### src/rtl/ps2_rx_fifo_pkg.sv
// Shared PS/2 receive definitions: prefix bytes, frame geometry and the FIFO entry layout.
`timescale 1ns/1ps
package ps2_pkg;

    localparam logic [7:0] PS2_PREFIX_BREAK = 8'hF0;
    localparam logic [7:0] PS2_PREFIX_EXT   = 8'hE0;
    localparam int         PS2_FRAME_BITS   = 11;
    localparam int         PS2_ENTRY_W      = 10;

    typedef struct packed {
        logic       ext;
        logic       brk;
        logic [7:0] code;
    } ps2_entry_t;

    // Data byte plus parity bit must hold an odd number of ones.
    function automatic logic ps2_parity_ok(input logic [8:0] data_par);
        return ^data_par;
    endfunction

endpackage

### src/rtl/ps2_rx_fifo_if.sv
// Read-side bundle of the PS/2 receiver: pop/clear requests in, head entry, level and error flags out.
`timescale 1ns/1ps
interface ps2_rx_fifo_if #(
    parameter int DEPTH = 8
);
    localparam int LVL_W = $clog2(DEPTH) + 1;

    logic             rd_en;
    logic             clr_err;
    logic             valid;
    logic [7:0]       code;
    logic             brk;
    logic             ext;
    logic [LVL_W-1:0] level;
    logic             overflow;
    logic             parity_err;
    logic             frame_err;

    modport master (
        output rd_en, clr_err,
        input  valid, code, brk, ext, level, overflow, parity_err, frame_err
    );

    modport slave (
        input  rd_en, clr_err,
        output valid, code, brk, ext, level, overflow, parity_err, frame_err
    );

endinterface

### src/rtl/ps2_rx_fifo_sync_fifo.sv
// Single-clock first-word-fall-through FIFO with explicit occupancy tracking.
`timescale 1ns/1ps
module sync_fifo #(
    parameter int DEPTH = 8,
    parameter int WIDTH = 10
) (
    input  logic                     clk,
    input  logic                     reset,
    input  logic                     push,
    input  logic                     pop,
    input  logic [WIDTH-1:0]         wdata,
    output logic [WIDTH-1:0]         rdata,
    output logic                     full,
    output logic                     empty,
    output logic [$clog2(DEPTH):0]   level
);
    localparam int PTR_W = $clog2(DEPTH);
    localparam logic [PTR_W:0] FULL_LVL = (PTR_W + 1)'(DEPTH);

    logic [WIDTH-1:0] mem_q [DEPTH];
    logic [PTR_W-1:0] wr_ptr_q, wr_ptr_d;
    logic [PTR_W-1:0] rd_ptr_q, rd_ptr_d;
    logic [PTR_W:0]   level_q, level_d;
    logic             do_push, do_pop;

    always_comb begin
        empty    = (level_q == '0);
        full     = (level_q == FULL_LVL);
        do_pop   = pop & ~empty;
        // A full FIFO still accepts a write when the head leaves in the same cycle.
        do_push  = push & (~full | do_pop);
        wr_ptr_d = wr_ptr_q;
        rd_ptr_d = rd_ptr_q;
        level_d  = level_q;
        if (do_push) wr_ptr_d = wr_ptr_q + 1'b1;
        if (do_pop)  rd_ptr_d = rd_ptr_q + 1'b1;
        case ({do_push, do_pop})
            2'b10:   level_d = level_q + 1'b1;
            2'b01:   level_d = level_q - 1'b1;
            default: level_d = level_q;
        endcase
        rdata = empty ? '0 : mem_q[rd_ptr_q];
        level = level_q;
    end

    always_ff @(posedge clk) begin
        if (reset) begin
            wr_ptr_q <= '0;
            rd_ptr_q <= '0;
            level_q  <= '0;
        end else begin
            wr_ptr_q <= wr_ptr_d;
            rd_ptr_q <= rd_ptr_d;
            level_q  <= level_d;
        end
    end

    always_ff @(posedge clk) begin
        if (!reset && do_push) mem_q[wr_ptr_q] <= wdata;
    end

endmodule

### src/rtl/ps2_rx_fifo.sv
// PS/2 device-to-host receiver: synchroniser, 11-bit deframer with watchdog, F0/E0 prefix merging,
// sticky error flags and a FWFT FIFO toward the scan-code consumer.
`timescale 1ns/1ps
module ps2_rx_fifo
    import ps2_pkg::*;
#(
    parameter int DEPTH          = 8,
    parameter int SYNC_STAGES    = 2,
    parameter int TIMEOUT_CYCLES = 16384,
    parameter int MERGE_PREFIX   = 1
) (
    input  logic                clk,
    input  logic                reset,
    input  logic                ps2_clk,
    input  logic                ps2_data,
    ps2_rx_fifo_if.slave        bus
);
    localparam int             LVL_W    = $clog2(DEPTH) + 1;
    localparam int             WD_W     = $clog2(TIMEOUT_CYCLES + 1);
    localparam logic [WD_W-1:0] WD_LIMIT = WD_W'(TIMEOUT_CYCLES);
    localparam logic [3:0]     LAST_BIT = 4'(PS2_FRAME_BITS - 1);

    logic [SYNC_STAGES-1:0] clk_sync_q, data_sync_q;
    logic                   clk_prev_q;
    logic                   clk_s, data_s, sample;

    logic [3:0]      cnt_q, cnt_d;
    logic [9:0]      bits_q, bits_d;
    logic [WD_W-1:0] wd_q, wd_d;
    logic            pend_brk_q, pend_brk_d;
    logic            pend_ext_q, pend_ext_d;
    logic            ovf_q, ovf_d, par_q, par_d, frm_q, frm_d;

    logic            push, par_evt, frm_evt, drop;
    ps2_entry_t      wr_entry, head;
    logic [7:0]      rx_byte;

    logic [PS2_ENTRY_W-1:0] fifo_rdata;
    logic                   fifo_full, fifo_empty;
    logic [LVL_W-1:0]       fifo_level;

    // Both lines share the same stage index so data and edge stay aligned.
    assign clk_s  = clk_sync_q[SYNC_STAGES-1];
    assign data_s = data_sync_q[SYNC_STAGES-1];
    assign sample = clk_prev_q & ~clk_s;
    assign rx_byte = bits_q[8:1];

    always_comb begin
        cnt_d      = cnt_q;
        bits_d     = bits_q;
        wd_d       = wd_q;
        pend_brk_d = pend_brk_q;
        pend_ext_d = pend_ext_q;
        push       = 1'b0;
        par_evt    = 1'b0;
        frm_evt    = 1'b0;
        wr_entry   = '{ext: pend_ext_q, brk: pend_brk_q, code: rx_byte};
        if (sample) begin
            wd_d = '0;
            if (cnt_q == LAST_BIT) begin
                cnt_d   = '0;
                par_evt = ~ps2_parity_ok(bits_q[9:1]);
                frm_evt = bits_q[0] | ~data_s;
                if (par_evt || frm_evt) begin
                    pend_brk_d = 1'b0;
                    pend_ext_d = 1'b0;
                end else if (MERGE_PREFIX != 0 && rx_byte == PS2_PREFIX_BREAK) begin
                    pend_brk_d = 1'b1;
                end else if (MERGE_PREFIX != 0 && rx_byte == PS2_PREFIX_EXT) begin
                    pend_ext_d = 1'b1;
                end else begin
                    push       = 1'b1;
                    pend_brk_d = 1'b0;
                    pend_ext_d = 1'b0;
                end
            end else begin
                bits_d[cnt_q] = data_s;
                cnt_d         = cnt_q + 1'b1;
            end
        end else if (cnt_q != '0) begin
            // A stalled partial frame is abandoned so the next start bit resynchronises.
            wd_d = wd_q + 1'b1;
            if (wd_d == WD_LIMIT) begin
                wd_d       = '0;
                cnt_d      = '0;
                frm_evt    = 1'b1;
                pend_brk_d = 1'b0;
                pend_ext_d = 1'b0;
            end
        end
    end

    always_comb begin
        drop  = push & fifo_full & ~(bus.rd_en & ~fifo_empty);
        ovf_d = (ovf_q & ~bus.clr_err) | drop;
        par_d = (par_q & ~bus.clr_err) | par_evt;
        frm_d = (frm_q & ~bus.clr_err) | frm_evt;
    end

    always_ff @(posedge clk) begin
        if (reset) begin
            clk_sync_q  <= '1;
            data_sync_q <= '1;
            clk_prev_q  <= 1'b1;
            cnt_q       <= '0;
            wd_q        <= '0;
            pend_brk_q  <= 1'b0;
            pend_ext_q  <= 1'b0;
            ovf_q       <= 1'b0;
            par_q       <= 1'b0;
            frm_q       <= 1'b0;
        end else begin
            clk_sync_q  <= {clk_sync_q[SYNC_STAGES-2:0], ps2_clk};
            data_sync_q <= {data_sync_q[SYNC_STAGES-2:0], ps2_data};
            clk_prev_q  <= clk_s;
            cnt_q       <= cnt_d;
            wd_q        <= wd_d;
            pend_brk_q  <= pend_brk_d;
            pend_ext_q  <= pend_ext_d;
            ovf_q       <= ovf_d;
            par_q       <= par_d;
            frm_q       <= frm_d;
        end
    end

    always_ff @(posedge clk) begin
        bits_q <= bits_d;
    end

    sync_fifo #(
        .DEPTH (DEPTH),
        .WIDTH (PS2_ENTRY_W)
    ) u_fifo (
        .clk   (clk),
        .reset (reset),
        .push  (push),
        .pop   (bus.rd_en),
        .wdata (wr_entry),
        .rdata (fifo_rdata),
        .full  (fifo_full),
        .empty (fifo_empty),
        .level (fifo_level)
    );

    assign head           = ps2_entry_t'(fifo_rdata);
    assign bus.valid      = ~fifo_empty;
    assign bus.code       = head.code;
    assign bus.brk        = head.brk;
    assign bus.ext        = head.ext;
    assign bus.level      = fifo_level;
    assign bus.overflow   = ovf_q;
    assign bus.parity_err = par_q;
    assign bus.frame_err  = frm_q;

endmodule

### src/flat_wrapper.sv
// flat-port wrapper written by rule: the top's interface ports become plain ports
module ps2_rx_fifo_flat import ps2_pkg::*;
#(
    parameter int DEPTH          = 8,
    parameter int SYNC_STAGES    = 2,
    parameter int TIMEOUT_CYCLES = 16384,
    parameter int MERGE_PREFIX   = 1
)
  (clk, reset, ps2_clk, ps2_data, bus_rd_en, bus_clr_err, bus_valid, bus_code, bus_brk, bus_ext, bus_level, bus_overflow, bus_parity_err, bus_frame_err);
  ps2_rx_fifo_if #(.DEPTH(DEPTH)) bus_i ();
  input  logic clk;
  input  logic reset;
  input  logic ps2_clk;
  input  logic ps2_data;
  input wire logic [$bits(bus_i.rd_en)-1:0] bus_rd_en;
  input wire logic [$bits(bus_i.clr_err)-1:0] bus_clr_err;
  output wire logic [$bits(bus_i.valid)-1:0] bus_valid;
  output wire logic [$bits(bus_i.code)-1:0] bus_code;
  output wire logic [$bits(bus_i.brk)-1:0] bus_brk;
  output wire logic [$bits(bus_i.ext)-1:0] bus_ext;
  output wire logic [$bits(bus_i.level)-1:0] bus_level;
  output wire logic [$bits(bus_i.overflow)-1:0] bus_overflow;
  output wire logic [$bits(bus_i.parity_err)-1:0] bus_parity_err;
  output wire logic [$bits(bus_i.frame_err)-1:0] bus_frame_err;
  assign bus_i.rd_en = bus_rd_en;
  assign bus_i.clr_err = bus_clr_err;
  assign bus_valid = bus_i.valid;
  assign bus_code = bus_i.code;
  assign bus_brk = bus_i.brk;
  assign bus_ext = bus_i.ext;
  assign bus_level = bus_i.level;
  assign bus_overflow = bus_i.overflow;
  assign bus_parity_err = bus_i.parity_err;
  assign bus_frame_err = bus_i.frame_err;
  ps2_rx_fifo #(.DEPTH(DEPTH), .SYNC_STAGES(SYNC_STAGES), .TIMEOUT_CYCLES(TIMEOUT_CYCLES), .MERGE_PREFIX(MERGE_PREFIX)) u_core (.clk(clk), .reset(reset), .ps2_clk(ps2_clk), .ps2_data(ps2_data), .bus(bus_i));
endmodule
### config.mk
export PLATFORM = sky130hd
export DESIGN_NAME = ps2_rx_fifo_flat
export DESIGN_NICKNAME = d
export VERILOG_FILES = /design/src/rtl/ps2_rx_fifo_pkg.sv /design/src/rtl/ps2_rx_fifo_if.sv /design/src/rtl/ps2_rx_fifo_sync_fifo.sv /design/src/rtl/ps2_rx_fifo.sv /design/src/flat_wrapper.sv
export SDC_FILE = /design/constraint.sdc
export NUM_CORES = 1
export LEC_CHECK = 0
export CAP_MARGIN = 0
export CORE_UTILIZATION = 60
export CTS_CLUSTER_DIAMETER = 120
export CTS_CLUSTER_SIZE = 12
export DETAILED_ROUTE_END_ITERATION = 7
export PLACE_DENSITY = 0.79
export SYNTH_ARGS = -nofsm -noshare
export SYNTH_HDL_FRONTEND = slang
export SYNTH_HIERARCHICAL = 1
export SYNTH_SLANG_ARGS = --single-unit
### constraint.sdc
create_clock -name clk -period 4.1 [get_ports clk]
set_input_delay 0.82 -clock clk [delete_from_list [all_inputs] [get_ports clk]]
set_output_delay 0.82 -clock clk [all_outputs]
set_load 0.005 [all_outputs]
==> Yosys cells after proc, flatten, opt, wreduce, memory -nomap -nowiden <==
Memory sizes are Yosys's and may differ from the RTL's. A register that Yosys moved wholly into a read port is not among the register bits.
Cells that the tools add are included.
{ "totals": {"register_bits": 49, "latchBits": 0, "ram_bits": 80, "rom_bits": 0, "in_bits": 6, "out_inout_bits": 18, "n_memories": 1} }
{ "mem_list": {"columns": ["memory", "depth", "width", "rd", "rd_ports_with_merged_regs", "wr", "line_no", "rtl"], "rows": [
  ["u_core.u_fifo.mem_q", 8, 10, 1, 1, 1, "ps2_rx_fifo_sync_fifo.sv:20", "logic [WIDTH-1:0] mem_q [DEPTH];"]
]} }
{ "op_classes": {"n_addsub": 6, "mul": 0, "n_div": 0, "magnitude_cmp": 2, "n_eq_ne": 10, "shifts": 0, "muxes": 37, "n_bitwise": 21, "n_reduce_logical": 15} }
{ "op_table": {"columns": ["operator", "n"], "rows": [
  ["$mux W1", 26],
  ["$eq A8 B8 Y1 const B", 2],
  ["$mux W4", 4],
  ["$add A15 B1 Y15 const B", 1],
  ["$eq A15 B15 Y1 const B", 1],
  ["$mux W15", 1],
  ["$bwmux W10", 1],
  ["$mux W10", 1],
  ["$reduce_xor A9 Y1", 1],
  ["$add A4 B1 Y4 const B", 2],
  ["$and A1 B1 Y1", 8],
  ["$eq A4 B4 Y1 const B", 2],
  ["$not A1 Y1", 8],
  ["$pmux W4 S2", 1],
  ["$reduce_and A4 Y1", 2],
  ["$add A3 B1 Y3 const B", 2],
  ["$mux W3", 2],
  ["$reduce_bool A2 Y1", 3],
  ["$lt A4 B5 Y1 const B", 1],
  ["$or A1 B1 Y1", 5],
  ["$demux W1 S4", 1],
  ["$ge A4 B1 Y1 const B", 1],
  ["$logic_not A4 Y1", 1],
  ["$ne A4 B4 Y1 const B", 1],
  ["11 further kinds", 13]
]} }

==> Depth between registers and ports, before layout <==
Gate-level depths: netlist of the first run.
{ "depth": {"depth_word": 10, "ltp_mapped": 14, "depth_no_buf": 13} }

==> Modules after synthesis <==
The synthesis of the first run kept the hierarchy.
{ "modules_own_cells": {"columns": ["mod", "instances", "cells_each", "area_per_inst_um2", "seq_area_each_um2"], "rows": [
  ["sync_fifo", 1, 210, 3773.6, 2662.6],
  ["ps2_rx_fifo", 1, 231, 2025.7, 880.8]
]} }

==> Worst setup path before layout of the first run <==
Ideal clock, no wire load.
{ "synth_timing": {"path_kind": "register to register", "from": "reg u_core.bits_q[7]", "to": "mem u_core.u_fifo.mem_q[0][0] (enable)", "setup_ns": 0.407, "arrival_time_ns": 3.070, "required_time_ns": 3.693, "slack_ns": 0.622, "stages_incl_launch_ff": 9, "path_buffers": 1, "synth_period_minus_slack_ns": 3.478, "path_cell_list": "edfxtp_1 -> ha_1 -> xnor3_1 -> xnor2_1 -> nor2_1 -> and3_1 -> buf_2 -> o21ai_4 -> nor4b_1"} }
{ "synth_between": {"elab_chain_cells": 10, "word_cells_on_any_way": 14} }
{ "synth_lines": {"columns": ["element", "line_no", "rtl"], "rows": [
  ["start, declared", "ps2_rx_fifo.sv:28", "logic [9:0] bits_q, bits_d;"],
  ["start signal, assigned", "ps2_rx_fifo.sv:127", "bits_q <= bits_d;"],
  ["$eq A8 B8 Y1 or $reduce_xor A9 Y1 (tied branches)", "ps2_rx_fifo.sv:69, ps2_rx_fifo_pkg.sv:18", null],
  ["$mux W1 or $not A1 Y1 (tied branches)", "ps2_rx_fifo.sv:69, ps2_rx_fifo.sv:62", null],
  ["$mux W1 or $logic_or A1 B1 Y1 (tied branches)", "ps2_rx_fifo.sv:67, ps2_rx_fifo.sv:64", null],
  ["$mux W1 (*)", "ps2_rx_fifo.sv:64", "if (par_evt || frm_evt) begin"],
  ["$mux W1 (*)", "ps2_rx_fifo.sv:60", "if (cnt_q == LAST_BIT) begin"],
  ["$mux W1 (*)", "ps2_rx_fifo.sv:58", "if (sample) begin"],
  ["named net u_core.push", "ps2_rx_fifo.sv:34", "logic push, par_evt, frm_evt, drop;"],
  ["$and A1 B1 Y1 (*)", "ps2_rx_fifo_sync_fifo.sv:31", "do_push = push & (~full | do_pop);"],
  ["$logic_and A1 B1 Y1 (*)", "ps2_rx_fifo_sync_fifo.sv:59", "if (!reset && do_push) mem_q[wr_ptr_q] <= wdata;"],
  ["$mux W1 (*)", "ps2_rx_fifo_sync_fifo.sv:59", null],
  ["$mux W1 (implied by the code) (*)", "ps2_rx_fifo_sync_fifo.sv:59", null],
  ["end, declared", "ps2_rx_fifo_sync_fifo.sv:20", null]
]} }
The timed path passes the listed nets; every way through them passes the cells marked *.

==> Worst setup path after layout of the first run <==
{ "layout_timing": {"from": "reg u_core.bits_q[1]", "to": "reg u_core.u_fifo.level_q[3] (netlist: u_core/u_fifo/level[3])"} }
{ "layout_between": {"elab_chain_cells": 9, "word_cells_on_any_way": 15} }
{ "layout_lines": {"columns": ["element", "line_no", "rtl"], "rows": [
  ["$eq A8 B8 Y1 or $reduce_xor A9 Y1 (tied branches)", "ps2_rx_fifo.sv:69, ps2_rx_fifo_pkg.sv:18", null],
  ["$mux W1 or $not A1 Y1 (tied branches)", "ps2_rx_fifo.sv:69, ps2_rx_fifo.sv:62", null],
  ["$mux W1 or $logic_or A1 B1 Y1 (tied branches)", "ps2_rx_fifo.sv:67, ps2_rx_fifo.sv:64", null],
  ["$mux W1 (*)", "ps2_rx_fifo.sv:64", null],
  ["$mux W1 (*)", "ps2_rx_fifo.sv:60", null],
  ["$mux W1 (*)", "ps2_rx_fifo.sv:58", null],
  ["named net u_core.push", "ps2_rx_fifo.sv:34", null],
  ["$and A1 B1 Y1 (*)", "ps2_rx_fifo_sync_fifo.sv:31", null],
  ["$eq A2 B1 Y1 or $eq A2 B2 Y1 (tied branches)", "ps2_rx_fifo_sync_fifo.sv:37", "case ({do_push, do_pop})"],
  ["$pmux W4 S2 or $reduce_bool A2 Y1 (tied branches)", null, null],
  ["end signal, assigned", "ps2_rx_fifo_sync_fifo.sv:54", "level_q <= level_d;"],
  ["end, declared", "ps2_rx_fifo_sync_fifo.sv:23", "logic [PTR_W:0] level_q, level_d;"]
]} }
Marks and branches as above.
A chain may end at the register's enable or synchronous reset.

==> results.md, run 1 <==
* Total negative slack for setup checks at 0 ps
* Pwr per Cell Area at 544.9 nW/um^2
* Cell area after placement at 6208 sq um
* Post-Synthesis Mean Instance Area at 13.15 sq um
* Post-detailed-route wirelength per cell at 17.70 microns
* Timing-limited maximum frequency at 275.9 MHz
* Remaining antenna violation count after routing at 0
* Worst reg2reg setup slack at 470 ps
* Hold Fails Final Rpt at 0
* Core region area at 9284 sq um
* Height of the die at 100.3 microns
* Routed WL at 10890 microns
* Yosys warns at 6
* Required @ worst endpoint at 4530 ps
* Count of hold buffers inserted by post-cts repair at 0
* Worst-case setup margin in the final layout at 475.0 ps
* Outcome: finished clean
* Leakage power at 2.248 nW
* Number of cell rows at 35
* Maximum vdd ir drop at 0.5538 mV
* Effective utilization at floorplan at 0.6247
* Endpoint of the most critical register-to-register path: u_core/u_fifo/level[3]$_SDFFE_PP0P_
* Overall die width at 100.3 microns
* Ranking of synthesized cells by area: edfxtp_1 47%, dfxtp_1 14%, mux4_2 7.8%, nor2_1 3.9%, mux2i_1 2.4%
* Die Footprint at 10060 sq um
* Iteration-0 DRC Markers at 188
* Total congestion overflow after global routing at 0
* Synth async-reset ratio at 0
* Library cell with the largest summed area after synthesis: edfxtp_1
* Area of all placed cells without fillers at 6792 sq um
* Top-level I/O count at 24
* Hold path startpoint: u_core/data_sync_q[0]$_SDFF_PP1_
* Avg Vias per Cell at 5.859
* CTS root buffer: clkbuf_8
* Flip-flop cell with the highest count after synthesis: edfxtp_1
* Worst Setup End Kind: register
* Timing endpoint of the critical path: u_core/u_fifo/level[3]$_SDFFE_PP0P_
* Normalized max-slew margin at 0.3568
* Period utilisation layout at 0.8841
* Buffers on Ports at 23
* Sequential share of the synthesized area at 0.6110
* Crit path launch: u_core/bits_q[1]$_DFFE_PP_
* Post_cts resized at 0
* Post-CTS setup buffers at 0
* Buffers from clock root to sink, at most at 2
* First-pass GRT wire length at 17460 microns
* Via Count at 3603
* Post-Synthesis Net Count at 458
* Class of the tightest hold or removal check: register to register
* Number of maximum-capacitance violations at 0
* Num CTS Buffers at 17
* Worst Reg-to-Reg Cells at 13
* Arrival time of the worst setup path at 4060 ps
* Post-place setup slack at 518.6 ps
* Setup skew after layout at 16.47 ps
* Total routing usage reported by global routing at 0.2359
* Crit Path Category: register to register
* Number of synthesized flops with an enable pin at 90
* Final Net Count at 490
* Hold WS at 406.9 ps
* Antenna violations before repair at 0
* Total Power at 0.003701 W
* Flop and latch count out of synthesis at 132
* Via count of the first global-routing pass at 3569
* Clock input transition at the sequential cells of the worst setup and hold paths at 60 ps
* Reg area at 3543 sq um
* H-tree lvl count at 4
* Final setup violation count at 0
* Detailed-router iteration count before antenna repair at 5
* Startpoint type of the worst setup path: register
* # DRC at 0
* RSZ-0062 raised after global routing: false
* Cell area after technology mapping at 5799 sq um
* Diode insertion count for antenna repair at 0
* Instance count of the mapped netlist at 441
* Layout-stage area growth over the synthesis result at 17.11%
* Slew of the pin with the lowest slew margin at 963.4 ps
* Number of distinct library cells after synthesis at 55
* Insertion delay to the later sink of the worst-skew pair at 510 ps
* Clock period minus worst slack at 3625 ps
* Share of layout cells above drive strength 1 at 0.1687
* Final weighted congestion in routability-driven placement at 0.8175
* Number of stages on the worst hold path at 1
* Maximum number of pins on one net before global-route repair at 21
* DPL Wire Length at 6913 microns
* TritonCTS clock tree: yes
* Max-slew violations at 0
* # fillers at 611
* Total clock sinks at 132
* Area of the multi-input gates at 2150 sq um
* Share of Yosys cell area claimed by the top area cell type at 0.4660
* Reg2Reg Launch Point: u_core/bits_q[1]$_DFFE_PP_
* Max Fanout on Critical Path at 12
## cell usage after synthesis, types with 4 or more instances
cell type,instances
xor2_1,14
nand2_1,16
mux2i_1,14
nand2b_1,9
dfxtp_1,42
and3_1,4
clkbuf_1,16
mux4_2,20
ha_1,10
or2_2,7
a31oi_1,4
nand4_1,7
and2_1,4
nor2_1,61
inv_1,11
o21ai_0,7
a21oi_1,12
buf_2,4
nand3b_1,7
edfxtp_1,90
nand3_1,11
nor4_1,6
nor3_1,17
xnor2_1,10
## worst min path at each step
| stage | slack (ps) | end |
|---|---|---|
| finish | 410 | u_core/data_sync_q[1]$_SDFF_PP1_ |
| CTS | 410 | u_core/data_sync_q[1]$_SDFF_PP1_ |
| global route | 430 | u_core/data_sync_q[1]$_SDFF_PP1_ |
| global placement | 390 | u_core/data_sync_q[1]$_SDFF_PP1_ |
| detailed placement | 390 | u_core/data_sync_q[1]$_SDFF_PP1_ |
| floorplan | 390 | u_core/clk_sync_q[1]$_SDFF_PP1_ |
## cell usage in the layout, fill, tap and decap left out, drive strengths merged, types with 9 or more instances in the layout
master | Yosys | routed
dfxtp | 42 | 42
edfxtp | 90 | 90
ha | 10 | 10
nor3 | 17 | 17
clkdlybuf4s50 | 0 | 23
nor2 | 61 | 61
mux4 | 20 | 20
a21oi | 13 | 13
nand2b | 9 | 9
buf | 5 | 11
clkbuf | 16 | 17
nand3 | 11 | 11
nand2 | 16 | 16
inv | 11 | 19
o21ai | 10 | 10
mux2i | 14 | 14
xor2 | 14 | 14
xnor2 | 10 | 10
## stage by stage
stage / std cells / utilization
after floorplan: 441 / -
after global placement: 583 / 0.6687
after detailed placement: 583 / 0.6687
after CTS: 615 / 0.7315
after global routing: 615 / 0.7315
final: 615 / 0.7315
## power by group
group | total (W) | switching, W | internal, W
Clock | 0.00146 | 0.000582 | 0.000881
Sequential | 0.00149 | 0.0000561 | 0.00144
Combinational | 0.000745 | 0.000329 | 0.000415
Total | 0.00370 | 0.000967 | 0.00273
## cells by family (layout without fill, tap and decap cells)
logic type | Yosys count | after routing | share of synthesized area
xor gates and xnor gates | 25 | 25 | 0.04013
muxes | 34 | 34 | 0.1018
buffers and inverters | 32 | 77 | 0.02157
DFF | 132 | 132 | 0.6110
and+or+nand+nor | 162 | 162 | 0.1448
adders and majority gates | 11 | 11 | 0.02503
AOI/OAI and AO/OA | 45 | 45 | 0.05566
## registers in the layout, summed over array words and instances (netlist names), named ones only
| signal | cells |
|---|---|
| u_core/u_fifo/mem_q | 80 |
| u_core/wd_q | 15 |
| u_core/bits_q | 10 |
| u_core/cnt_q | 4 |
| u_core/u_fifo/level | 4 |
| u_core/u_fifo/rd_ptr_q | 3 |
| u_core/u_fifo/wr_ptr_q | 3 |
| u_core/clk_sync_q | 2 |
| u_core/data_sync_q | 2 |
| u_core/bus.frame_err | 1 |
| u_core/bus.overflow | 1 |
| u_core/bus.parity_err | 1 |
| u_core/clk_prev_q | 1 |
| u_core/pend_brk_q | 1 |
| u_core/pend_ext_q | 1 |
## worst max-delay path, cell delays in order, from the launching register on
cell	delay [ps]
edfxtp_1	490
inv_1	80
ha_1	290
xnor3_1	400
xnor2_1	170
nor2_1	170
and3_1	470
or2_2	220
inv_1	60
ha_1	310
a21oi_1	270
nor4bb_1	320
o21bai_1	130
a31oi_1	170
## metal layers
metal / GRT usage / share of wire / vias up
li1: - / - / 1710
met1: 0.2915 / 0.43 / 1781
met2: 0.4031 / 0.51 / 100
met3: 0.05571 / 0.049 / 12
met4: 0.09253 / 0.010 / 0
met5: 0 / 0 / -
## layout make-up
type / instances / area share
well taps: 129 / 0.02377
inverters: 11 / 0.006080
clock inverters: 15 / 0.02487
multi-input cells: 277 / 0.3165
repair buffers: 34 / 0.04606
clock buffers: 17 / 0.06098
flip-flops and latches: 132 / 0.5217
Note: power is estimated with default switching activity, not from simulation.
==> run 2, diff against run 1 <==
- CORE_UTILIZATION: 60 -> 55
- PLACE_DENSITY: 0.79 -> 0.73
==> results.md, run 2 (synthesis results as in run 1) <==
* Outcome: finished clean
* Max stage delay on crit path at 500 ps (about the same)
* Top-level I/O count at 24 (unchanged)
* Count of hold buffers inserted by post-cts repair at 0 (unchanged)
* Buffers on Ports at 23 (unchanged)
* Startpoint type of the worst setup path: register
* DPL Wire Length at 6942 microns (+0.42%)
* H-tree lvl count at 4 (unchanged)
* Num CTS Buffers at 17 (unchanged)
* Required @ worst endpoint at 4490 ps (-40 ps)
* Die Footprint at 10960 sq um (+8.9%)
* # DRC at 0 (unchanged)
* Pwr per Cell Area at 531.6 nW/um^2 (-2.4%)
* Post-place setup slack at 590.4 ps (+71.78 ps)
* Number of cell rows at 37 (+5.7%)
* Clock input transition at the sequential cells of the worst setup and hold paths at 60 ps (about the same)
* Post-detailed-route wirelength per cell at 17.65 microns (-0.31%)
* Series of cell instances along the critical path: inv_1, ha_1, xnor3_1, xnor2_1, nor2_1, and3_1, or2_2, inv_1, ha_1, a21oi_1, nand3_1, o221ai_1, a31oi_1
* Layout-stage area growth over the synthesis result at 16.79%
* Max Fanout on Critical Path at 12 (unchanged)
* Total clock sinks at 132 (unchanged)
* Overall die width at 104.7 microns (+4.4%)
* Insertion delay to the later sink of the worst-skew pair at 520 ps (about the same)
* Routed WL at 11000 microns (+0.98%)
* RSZ-0062 raised after global routing: false
* Crit Path Category: register to register
* Timing-limited maximum frequency at 278.6 MHz (+0.98%)
* Max-slew violations at 0 (unchanged)
* Clock period minus worst slack at 3590 ps (-35.24 ps)
* Worst-case setup margin in the final layout at 510.2 ps (+35.24 ps)
* Cell type group with the largest total delay on the critical path: simple AND/OR/NAND/NOR gates
* Buffers from clock root to sink, at most at 2 (unchanged)
* Iteration-0 DRC Markers at 186 (-1.1%)
* Via Count at 3574 (-0.80%)
* Number of maximum-capacitance violations at 0 (unchanged)
* Antenna violations before repair at 0 (unchanged)
* Maximum vdd ir drop at 0.4745 mV (-14%)
* Class of the tightest hold or removal check: register to register
* Remaining antenna violation count after routing at 0 (unchanged)
* Post-CTS setup buffers at 0 (unchanged)
* Total congestion overflow after global routing at 0 (unchanged)
* Hold Fails Final Rpt at 0 (unchanged)
* Max stage delay cell, worst path: edfxtp_1
* Leakage power at 2.222 nW (-1.1%)
* Worst path bufs/invs at 2 (unchanged)
* Core region area at 10280 sq um (+11%)
* Leading cell type in the layout, fill and taps excluded: edfxtp_1
* Height of the die at 104.7 microns (+4.4%)
* Total routing usage reported by global routing at 0.2197 (-0.01621)
* Final setup violation count at 0 (unchanged)
* Avg Vias per Cell at 5.737 (-2.1%)
* CTS root buffer: clkbuf_8
* Final Net Count at 491 (+0.20%)
* Normalized max-slew margin at 0.5268 (+0.1700)
* Diode insertion count for antenna repair at 0 (unchanged)
* Worst Setup End Kind: register
* Most used cells in the layout excluding fill and tap cells: 90 x edfxtp_1, 61 x nor2_1, 42 x dfxtp_1
* Leading registers by flop count: u_core/u_fifo/mem_q (80), u_core/wd_q (15), u_core/bits_q (10)
* Period utilisation layout at 0.8756 (-0.008594)
* Detailed-router iteration count before antenna repair at 4 (-1)
* Register with the most flip-flops: u_core/u_fifo/mem_q
* Slew of the pin with the lowest slew margin at 708.8 ps (-254.6 ps)
* Maximum number of pins on one net before global-route repair at 21 (unchanged)
* Effective utilization at floorplan at 0.5643 (-0.06038)
* Post_cts resized at 0 (unchanged)
* Share of layout cells above drive strength 1 at 0.1684 (-0.0003465)
* Setup skew after layout at 9.692 ps (-6.776 ps)
* Total negative slack for setup checks at 0 ps (unchanged)
* Via count of the first global-routing pass at 3532 (-1.0%)
* Final weighted congestion in routability-driven placement at 0.8123 (-0.64%)
* Arrival time of the worst setup path at 3980 ps (-80 ps)
* TritonCTS clock tree: yes
* Flip-flop count of the largest register after layout at 80 (unchanged)
* First-pass GRT wire length at 18080 microns (+3.6%)
-- run 2: cell types whose count changed in the layout (fill, tap and decap cells not counted) --
cell and change:
bufinv_16 -1, clkinv_4 +1, inv_6 -6, clkinvlp_4 +4, buf_4 +1, clkinv_2 +1, clkinv_1 +1
-- run 2: power breakdown --
part	total (W)	internal (W)	switching [W]
Sequential	0.00149	0.00144	0.0000486
Combinational	0.000749	0.000415	0.000334
Clock	0.00137	0.000804	0.000563
Total	0.00360	0.00266	0.000945
-- run 2: worst paths after layout --
kind | startpoint | end | slack [ps] | depth (start not counted)
hold reg to reg | u_core/clk_sync_q[0]$_SDFF_PP1_ | u_core/clk_sync_q[1]$_SDFF_PP1_ | 420 | 1
hold / removal | u_core/clk_sync_q[0]$_SDFF_PP1_ | u_core/clk_sync_q[1]$_SDFF_PP1_ | 420 | 1
setup reg to reg | u_core/bits_q[1]$_DFFE_PP_ | u_core/u_fifo/level[3]$_SDFFE_PP0P_ | 510 | 13
setup / recovery | u_core/bits_q[1]$_DFFE_PP_ | u_core/u_fifo/level[3]$_SDFFE_PP0P_ | 510 | 13
-- run 2: metal layers --
layer | track usage | share of wire | vias up
li1 | - | - | 1712
met1 | 0.2753 | 0.43 | 1763
met2 | 0.3675 | 0.51 | 91
met3 | 0.05303 | 0.049 | 8
met4 | 0.08853 | 0.0099 | 0
met5 | 0 | 0 | -
-- run 2: area by class of cell --
| class | count | area [sq um] |
|---|---|---|
| sequential | 132 | 3543 |
| inverter | 11 | 41.29 |
| clock buffer | 17 | 414.1 |
| multi-input combinational | 277 | 2150 |
| tap | 136 | 170.2 |
| timing repair buffer | 35 | 320.3 |
| fill | 768 | 3505 |
| clock inverter | 15 | 133.9 |
-- run 2: through the flow --
| stage | total power, W | area [sq um] | hold WS, ps | cells | utilization |
|---|---|---|---|---|---|
| global route | 0.003768 | 6773 | 435.7 | 623 | 0.6590 |
| floorplan | 0.001971 | 5799 | 389.5 | 441 | - |
| finish | 0.003601 | 6773 | 415.4 | 623 | 0.6590 |
| global placement | 0.002256 | 6225 | 396.5 | 591 | 0.6057 |
| CTS | 0.003641 | 6773 | 417.8 | 623 | 0.6590 |
| detailed placement | 0.002271 | 6225 | 403.8 | 591 | 0.6057 |
